[config.mk]
export PLATFORM = sky130hd
export DESIGN_NAME = score_banner_overlay
export DESIGN_NICKNAME = d
export VERILOG_FILES = /design/src/rtl/vga_overlay_pkg.sv /design/src/rtl/ovl_delay_line.sv /design/src/rtl/score_banner_overlay.sv
export SDC_FILE = /design/constraint.sdc
export NUM_CORES = 1
export LEC_CHECK = 0
export ABC_AREA = 1
export BUFFER_PORTS_ARGS = -buffer_cell sky130_fd_sc_hd__buf_4
export CAP_MARGIN = 20
export CORE_ASPECT_RATIO = 1.5
export CORE_MARGIN = 2
export CORE_UTILIZATION = 55
export DETAILED_ROUTE_END_ITERATION = 10
export PLACE_DENSITY = 0.76
export SLEW_MARGIN = 10
export SYNTH_ARGS = -nofsm -noshare
export SYNTH_HDL_FRONTEND = slang
export SYNTH_HIERARCHICAL = 1
export SYNTH_SLANG_ARGS = --single-unit
[constraint.sdc]
create_clock -name clk -period 2.6 [get_ports clk]
set_input_delay 0.52 -clock clk [delete_from_list [all_inputs] [get_ports clk]]
set_output_delay 0.52 -clock clk [all_outputs]
set_load 0.01 [all_outputs]
[src/rtl/vga_overlay_pkg.sv]
`default_nettype none
// ============================================================================
// vga_overlay_pkg : overlay mode encodings and score-banner window defaults
// Rev 1.0
// ============================================================================
package vga_overlay_pkg;

    typedef enum logic [1:0] {
        OVL_OFF    = 2'd0,
        OVL_STATIC = 2'd1,
        OVL_BLINK  = 2'd2,
        OVL_FLASH  = 2'd3
    } ovl_mode_e;

    localparam int          OVL_X0          = 40;
    localparam int          OVL_Y0          = 210;
    localparam int          OVL_WIN_W       = 240;
    localparam int          OVL_WIN_H       = 120;
    localparam int          OVL_NUM_IMG     = 2;
    localparam int          OVL_ADDR_W      = 16;
    localparam logic [25:0] OVL_BLINK_TICKS = 26'd12_500_000;

    // A single image still needs a one-bit selector port.
    function automatic int sel_width(input int n);
        return (n > 1) ? $clog2(n) : 1;
    endfunction

endpackage
`default_nettype wire

[src/rtl/ovl_delay_line.sv]
`default_nettype none
// ============================================================================
// ovl_delay_line : DEPTH-stage, WIDTH-bit shift register with async reset
// Rev 1.0
// ============================================================================
module ovl_delay_line #(
    parameter int DEPTH = 2,
    parameter int WIDTH = 1
) (
    input  logic             clk,
    input  logic             rst_n,
    input  logic [WIDTH-1:0] i_d,
    output logic [WIDTH-1:0] o_q
);

    logic [WIDTH-1:0] r_sr [DEPTH];

    always_ff @(posedge clk or negedge rst_n) begin
        if (!rst_n) begin
            for (int i = 0; i < DEPTH; i++) r_sr[i] <= '0;
        end else begin
            r_sr[0] <= i_d;
            for (int i = 1; i < DEPTH; i++) r_sr[i] <= r_sr[i-1];
        end
    end

    assign o_q = r_sr[DEPTH-1];

endmodule
`default_nettype wire

[src/rtl/score_banner_overlay.sv]
`default_nettype none
// ============================================================================
// score_banner_overlay : windowed 1-bit image ROM overlay with blink/flash
// Rev 1.0
// ============================================================================
module score_banner_overlay
    import vga_overlay_pkg::*;
#(
    parameter int          X0          = OVL_X0,
    parameter int          Y0          = OVL_Y0,
    parameter int          WIN_W       = OVL_WIN_W,
    parameter int          WIN_H       = OVL_WIN_H,
    parameter int          NUM_IMG     = OVL_NUM_IMG,
    parameter int          ADDR_W      = OVL_ADDR_W,
    parameter logic [25:0] BLINK_TICKS = OVL_BLINK_TICKS,
    parameter int          ROM_LAT     = 1,
    parameter int          INVERT      = 1,
    parameter int          SEL_W       = sel_width(NUM_IMG)
) (
    input  logic              clk,
    input  logic              rst_n,
    input  logic [10:0]       col_addr_sig,
    input  logic [10:0]       row_addr_sig,
    input  logic [1:0]        mode,
    input  logic [SEL_W-1:0]  img_sel,
    input  logic [SEL_W-1:0]  alt_sel,
    output logic [ADDR_W-1:0] rom_addr,
    input  logic              rom_data,
    output logic              pixel_out,
    output logic              pixel_valid
);

    localparam int DL_DEPTH = 1 + ROM_LAT;

    logic              w_in_win;
    logic              w_fs;
    logic [SEL_W-1:0]  w_act;
    logic [ADDR_W-1:0] w_base;
    logic [3:0]        w_dl_in;
    logic [3:0]        w_dl_out;
    logic              w_bit;

    logic [25:0]       r_blink_cnt;
    logic              r_phase;
    ovl_mode_e         r_mode;
    logic              r_frame_phase;
    logic              r_frame_ok;
    logic [ADDR_W-1:0] r_addr_cnt;

    assign w_in_win = (col_addr_sig >= 11'(X0)) && (col_addr_sig < 11'(X0 + WIN_W)) &&
                      (row_addr_sig >= 11'(Y0)) && (row_addr_sig < 11'(Y0 + WIN_H));
    assign w_fs     = (col_addr_sig == 11'(X0)) && (row_addr_sig == 11'(Y0));

    // Base lookup over elaboration-time constants; unmatched index falls to image 0.
    always_comb begin
        w_act  = ((mode == OVL_BLINK) && r_phase) ? alt_sel : img_sel;
        w_base = '0;
        for (int k = 0; k < NUM_IMG; k++) begin
            if (w_act == SEL_W'(k)) w_base = ADDR_W'(k * WIN_W * WIN_H);
        end
    end

    always_ff @(posedge clk or negedge rst_n) begin
        if (!rst_n) begin
            r_blink_cnt <= '0;
            r_phase     <= 1'b0;
        end else if (r_blink_cnt == BLINK_TICKS) begin
            r_blink_cnt <= '0;
            r_phase     <= ~r_phase;
        end else begin
            r_blink_cnt <= r_blink_cnt + 26'd1;
        end
    end

    always_ff @(posedge clk or negedge rst_n) begin
        if (!rst_n) begin
            r_mode        <= OVL_OFF;
            r_frame_phase <= 1'b0;
            r_frame_ok    <= 1'b0;
            r_addr_cnt    <= '0;
            rom_addr      <= '0;
        end else begin
            if (w_fs) begin
                r_mode        <= ovl_mode_e'(mode);
                r_frame_phase <= r_phase;
                r_frame_ok    <= 1'b1;
                rom_addr      <= w_base;
                r_addr_cnt    <= w_base + ADDR_W'(1);
            end else if (w_in_win) begin
                rom_addr      <= r_addr_cnt;
                r_addr_cnt    <= r_addr_cnt + ADDR_W'(1);
            end else begin
                rom_addr      <= '0;
            end
        end
    end

    // The frame-start pixel must already see the values being latched for its frame.
    assign w_dl_in = {w_in_win & (w_fs | r_frame_ok),
                      w_fs ? mode    : 2'(r_mode),
                      w_fs ? r_phase : r_frame_phase};

    ovl_delay_line #(
        .DEPTH (DL_DEPTH),
        .WIDTH (4)
    ) u_align (
        .clk   (clk),
        .rst_n (rst_n),
        .i_d   (w_dl_in),
        .o_q   (w_dl_out)
    );

    assign w_bit = rom_data ^ (INVERT != 0);

    always_ff @(posedge clk or negedge rst_n) begin
        if (!rst_n) begin
            pixel_out   <= 1'b0;
            pixel_valid <= 1'b0;
        end else if (!w_dl_out[3]) begin
            pixel_out   <= 1'b0;
            pixel_valid <= 1'b0;
        end else begin
            pixel_valid <= 1'b1;
            case (ovl_mode_e'(w_dl_out[2:1]))
                OVL_STATIC, OVL_BLINK: pixel_out <= w_bit;
                OVL_FLASH:             pixel_out <= w_dl_out[0] ? 1'b0 : w_bit;
                default:               pixel_out <= 1'b0;
            endcase
        end
    end

endmodule
`default_nettype wire

Yosys cells after proc, flatten, opt, wreduce, memory -nomap -nowiden
Cells that the tools add are included.
- bits in registers: 73
- output and inout bits: 18
- word-level logic and storage cells: 49
- add/subtract/negate cells: 3
- order comparisons: 4
- eq/ne operators: 7
- multiplexer cells: 13
- bitwise logic cells: 4
- reduce and logical (&&, ||, !) cells: 7
- operator list (cell ; number):
    two-way mux 16 bit ; 4
    adder 26 x 1 -> 26 bit, second input constant ; 1
    == test 26 x 24 -> 1 bit, second input constant ; 1
    two-way mux 26 bit ; 1
    less-than comparator 11 x 9 -> 1 bit, second input constant ; 2
    adder 15 x 1 -> 16 bit, second input constant ; 1
    adder 16 x 1 -> 16 bit, second input constant ; 1
    two-way mux 15 bit ; 1
    == test 11 x 6 -> 1 bit, second input constant ; 1
    == test 11 x 8 -> 1 bit, second input constant ; 1
    >= comparator 11 x 6 -> 1 bit, second input constant ; 1
    >= comparator 11 x 8 -> 1 bit, second input constant ; 1
    == test 2 bit, second input constant ; 3
    logical AND 1 bit ; 5
    two-way mux 1 bit ; 5
    == test 2 x 1 -> 1 bit, second input constant ; 1
    two-way mux 2 bit ; 1
    inverter 1 bit ; 2
    one-hot mux 1 bit (2 select lines) ; 1
    nonzero test 2 bit ; 1
    OR reduction 2 bit ; 1
    AND 1 bit ; 1
    OR 1 bit ; 1

Longest topological paths before layout
- word-level depth: 6
- gate-level depth with buffers: 16

By module
Netlist, hierarchy kept.
- modules (own cells, without submodules) (module ; times used ; cells an instance ; area an instance (sq um) ; sequential area each (sq um)):
    score_banner_overlay ; 1 ; 453 ; 3510.9 ; 1626.6
    ovl_delay_line ; 1 ; 12 ; 230.2 ; 200.2

Worst setup path before layout
No wires, ideal clock.
- kind: in2reg
- from: input port col_addr_sig[6]
- to: register r_addr_cnt[12]
- setup time: 66 ps
- arrival: 1804 ps
- data required time: 2534 ps
- setup slack: 731 ps
- stages: 13
- buffers on the path: 0
- cell sequence: nor2_1 -> nand3_1 -> nor2_1 -> inv_1 -> nor2_4 -> nor2_1 -> ha_1 -> inv_1 -> nor2_1 -> nand3_1 -> xor2_1 -> nand2_1 -> nand2_1
- cells in the longest elaborated chain, start to end: 5
- elaborated cells on any way between the ends: 9
- those cells by class: 2 x order compare; 1 x eq/ne; 1 x mux; 5 x reduce/logical
- RTL lines (item ; line ; source):
    start: declaration ; score_banner_overlay.sv:22 ; input logic [10:0] col_addr_sig,
    >= comparator 11 x 6 -> 1 bit / less-than comparator 11 x 9 -> 1 bit (equally long branches) ; score_banner_overlay.sv:50 ; assign w_in_win = (col_addr_sig >= 11'(X0)) && (col_addr_sig < 11'(X0 + WIN_W)) &&
    logical AND 1 bit (2 in a row) ; score_banner_overlay.sv:50 ;
    logical AND 1 bit ; score_banner_overlay.sv:51 ; (row_addr_sig >= 11'(Y0)) && (row_addr_sig < 11'(Y0 + WIN_H));
    nonzero test 2 bit (no source line) ; -- ;
    end signal: assignment ; score_banner_overlay.sv:88 ; r_addr_cnt <= w_base + ADDR_W'(1);
    end signal: assignment ; score_banner_overlay.sv:91 ; r_addr_cnt <= r_addr_cnt + ADDR_W'(1);
    end: declaration ; score_banner_overlay.sv:48 ; logic [ADDR_W-1:0] r_addr_cnt;
Several ways; a longest one is shown, not always the timed one.
A chain may end at the register's enable or synchronous reset.

Worst setup path after layout
- from: register r_blink_cnt[0]
- to: register r_blink_cnt[22]
- cells in the longest elaborated chain, start to end: 2
- elaborated cells on any way between the ends: 3
- those cells by class: 1 x add/sub; 1 x eq/ne; 1 x mux
- RTL lines (item ; line ; source):
    start: declaration ; score_banner_overlay.sv:43 ; logic [25:0] r_blink_cnt;
    start signal: assignment ; score_banner_overlay.sv:71 ; r_blink_cnt <= r_blink_cnt + 26'd1;
    adder 26 x 1 -> 26 bit / == test 26 x 24 -> 1 bit (equally long branches) ; score_banner_overlay.sv:71, score_banner_overlay.sv:67 ;
    two-way mux 26 bit (*) ; score_banner_overlay.sv:67 ; end else if (r_blink_cnt == BLINK_TICKS) begin
Every way passes the cells marked *; elsewhere a longest branch is shown, timed or not.

==> results.py <==
metrics = {
    "critical_path": {
        "cp-end-kind": "register",
        "path_buf_inv": 2,
        "critPathLaunchType": "register",
        "r2r_start": "r_blink_cnt[0]",
        "reg2reg_depth": 13,
        "required_ns": 2.84,
        "crit_path_frequent_cell": "nor2_2",
        "path_class": "reg2reg",
        "cp_top_family": "simple AND/OR/NAND/NOR gates",
        "crit_fanout": 4,
        "r2r-end": "r_blink_cnt[22]",
        "r2r_setup_slack_ns": 0.58,
        "crit_path_max_incr_delay_ns": 0.39,
        "arrival_ns": 2.26,
        "crit_chain": "ha_1 -> nand3_2 -> nor2_2 -> inv_2 -> nor2_2 -> nand3_2 -> nor2_4 -> nand2_4 -> nor2_4 -> nand2_2 -> nor2_2 -> xor2_1 -> inv_1",
        "crit_slowest_cell": "dfrtp_1",
    },
    "power": {
        "vdd_ir_drop_max_mv": 0.393,
        "internal-power_mw": 1.69,
        "seq_power_share": 0.517,
        "comb_power_share": 0.075,
        "p_sw_mw": 0.592,
        "leakagePower_nw": 2.22,
        "p_per_area_mw_per_mm2": 524,
        "swShare": 0.259,
        "p_clk_frac": 0.408,
    },
    "clock_tree": {
        "clock_sinks": 73,
        "cts_setup_buffers": 0,
        "cts_max_level": 3,
        "cts_root_buf": "clkbuf_8",
        "clockBufferDepth": 2,
        "cts_hold_buf": 0,
        "cts_inserted_buffers": 9,
        "cts_resized": 0,
        "cts_tree": "done",
        "clkLatencyLatePin_ns": 0.35,
        "clkTransAtPathRegs_ns": 0.08,
    },
    "die": {
        "chipWidth_um": 71.3,
        "die_h_um": 105,
        "dieArea_sq_mm": 0.00749,
        "initial_core_util": 0.573,
        "rows": 36,
        "core_area_sq_mm": 0.00653,
        "io-pin-count": 47,
    },
    "route": {
        "drtPass1Iterations": 4,
        "drcViolationCount": 0,
        "routedWlPerCell_um": 13.3,
        "dr.first_iter.drc_count": 180,
        "ant_nets": 0,
        "dr_total_vias": 3116,
        "totalWireLength_um": 7960,
        "via_per_inst": 5.22,
    },
    "logic_synthesis": {
        "syn_inst": 465,
        "synth_enable_flop_cells": 0,
        "netlist_area_sq_mm": 0.00374,
        "postSynthAreaPerCell_sq_um": 8.05,
        "yosys_register_bits": 73,
        "yosysWarnings": 6,
        "synthFlopType": "dfrtp_1",
        "netlist.area_leader.share": 0.488,
        "synth_top_area_cell": "dfrtp_1",
        "seq_area_frac_synth": 0.488,
        "synthesis.nets": 500,
        "synth.distinct_cells": 33,
        "synthArstFlopShare": 1.00,
        "ys_top_cells_by_area": "dfrtp_1 49%, nand2_1 8.4%, inv_1 7.7%",
    },
    "grt": {
        "antenna_found_initial": 0,
        "first_global_vias": 3177,
        "grt_pass1_wl_um": 13800,
        "gr-total-overflow": 0,
        "grt_util_all_layers": 0.233,
        "grt_max_degree": 74,
    },
    "sta": {
        "fin_skew_ns": 0.0134,
        "min_period_ns": 2.02,
        "fmax_mhz": 496,
        "finalHoldViolCount": 0,
        "worstMarginPinSlew_ns": 0.877,
        "finalSetupViolations": 0,
        "holdWs_ns": 0.271,
        "rsz0062_at_grt": "no",
        "slew_violations": 0,
        "setup_tns_ns": 0,
        "finalCritPeriodShare": 0.776,
        "relSlewSlack": 0.415,
    },
    "cells_and_area": {
        "final_core_util": 0.668,
        "final_nets": 551,
        "post-route-cell-area_sq_mm": 0.00436,
        "n_antenna_cell": 0,
        "area_delta_synth_final_pct": 16.6,
        "drive_gt1_frac": 0.161,
    },
    "place": {
        "placed_area_sq_mm": 0.00416,
        "place_congestion": 0.888,
        "hpwl_um": 6090,
        "numPortBuffers": 46,
    },
    "outcome": {
        "status": "finished clean",
    },
    "job": {
        "max-cap-violations": 0,
    },
    "min_path": {
        "min_path_type": "in2async",
    },
}
cell usage after synthesis (2+ instances only):
| master | instances |
|---|---|
| a21oi_1 | 15 |
| a31oi_1 | 2 |
| buf_4 | 5 |
| clkbuf_1 | 2 |
| dfrtp_1 | 73 |
| ha_1 | 6 |
| inv_1 | 77 |
| nand2_1 | 84 |
| nand2_2 | 2 |
| nand3_1 | 34 |
| nand3_2 | 3 |
| nand4_1 | 15 |
| nor2_1 | 69 |
| nor2_2 | 6 |
| nor2_4 | 4 |
| nor3_1 | 16 |
| nor4_1 | 5 |
| o21ai_0 | 13 |
| xnor2_1 | 5 |
| xor2_1 | 16 |
sequential cells by signal, summed over array words and instances, names as in the netlist:
register	flops
pixel_out	1
pixel_valid	1
r_addr_cnt	16
r_blink_cnt	26
r_frame_ok	1
r_frame_phase	1
r_mode	2
r_phase	1
rom_addr	16
u_align/o_q	4
u_align/r_sr	4
metal layers:
metal / up-vias / routed length [um] / global-route usage
li1: 1564 / - / -
met2: 70 / 4360 / 0.413
met1: 1461 / 3070 / 0.257
met4: 0 / 200 / 0.120
met5: - / 0 / 0
met3: 21 / 324 / 0.0434
layout make-up:
class,instances,area (sq um)
clock buffer,9,124
clock inverter,7,83.8
fill,570,2170
inverter,79,297
multi-input combinational,304,1560
sequential,73,1830
tap,76,95.1
timing repair buffer,49,380
kinds of logic after synthesis:
logic type               Yosys count  share of synthesized area
flip-flops                        73                      0.488
buffers and inverters             88                     0.0957
XOR/XNOR                          21                     0.0492
AO/OA/AOI/OAI                     34                     0.0485
adder cells (fa/ha/maj)            6                     0.0201
AND/OR/NAND/NOR                  243                      0.298
stage by stage:
stage	setup slack (ns)	instances	power (mW)
after global placement	0.376	581	1.37
final	0.582	597	2.29
after global routing	0.381	597	2.39
after floorplan	0.731	465	1.29
after CTS	0.563	597	2.31
after detailed placement	0.358	581	1.38
worst max-delay path by stage:
| stage | endpoint | cells past startpoint | start | slack (ns) |
|---|---|---|---|---|
| final | r_blink_cnt[22] | 13 | r_blink_cnt[0] | 0.58 |
| after CTS | r_blink_cnt[22] | 13 | r_blink_cnt[0] | 0.56 |
| after global routing | r_blink_cnt[22] | 13 | r_blink_cnt[0] | 0.38 |
| after detailed placement | r_addr_cnt[14] | 14 | col_addr_sig[6] | 0.36 |
| after global placement | r_addr_cnt[12] | 14 | col_addr_sig[6] | 0.38 |
| after floorplan | r_addr_cnt[12] | 13 | col_addr_sig[6] | 0.73 |
cells in the final DEF, fill, tap and decap left out, drive strengths merged, types with 2 or more instances in the layout:
cell type  count
nor4           5
ha             6
nor3          17
xor2          16
nand3         37
a31oi          2
dfrtp         73
xnor2          5
buf           49
nor2          79
o21ai         14
nand4         15
nand2         87
clkinv         2
clkbuf         9
inv           82
a21oi         15
worst reg2reg max path, stage by stage (launching register included):
cell	delay [ns]
dfrtp_1	0.39
ha_1	0.23
nand3_2	0.12
nor2_2	0.14
inv_2	0.06
nor2_2	0.12
nand3_2	0.13
nor2_4	0.15
nand2_4	0.08
nor2_4	0.11
nand2_2	0.06
nor2_2	0.09
xor2_1	0.17
inv_1	0.06
power groups by stage:
stage | Sequential (mW) | Combinational (mW) | Clock (mW)
floorplan | 1.20 | 0.0921 | 0
global placement | 1.20 | 0.169 | 0
detailed placement | 1.20 | 0.174 | 0
CTS | 1.18 | 0.174 | 0.953
global route | 1.19 | 0.197 | 1.01
finish | 1.18 | 0.172 | 0.932
No activity file was read; power rests on OpenSTA's default activity.
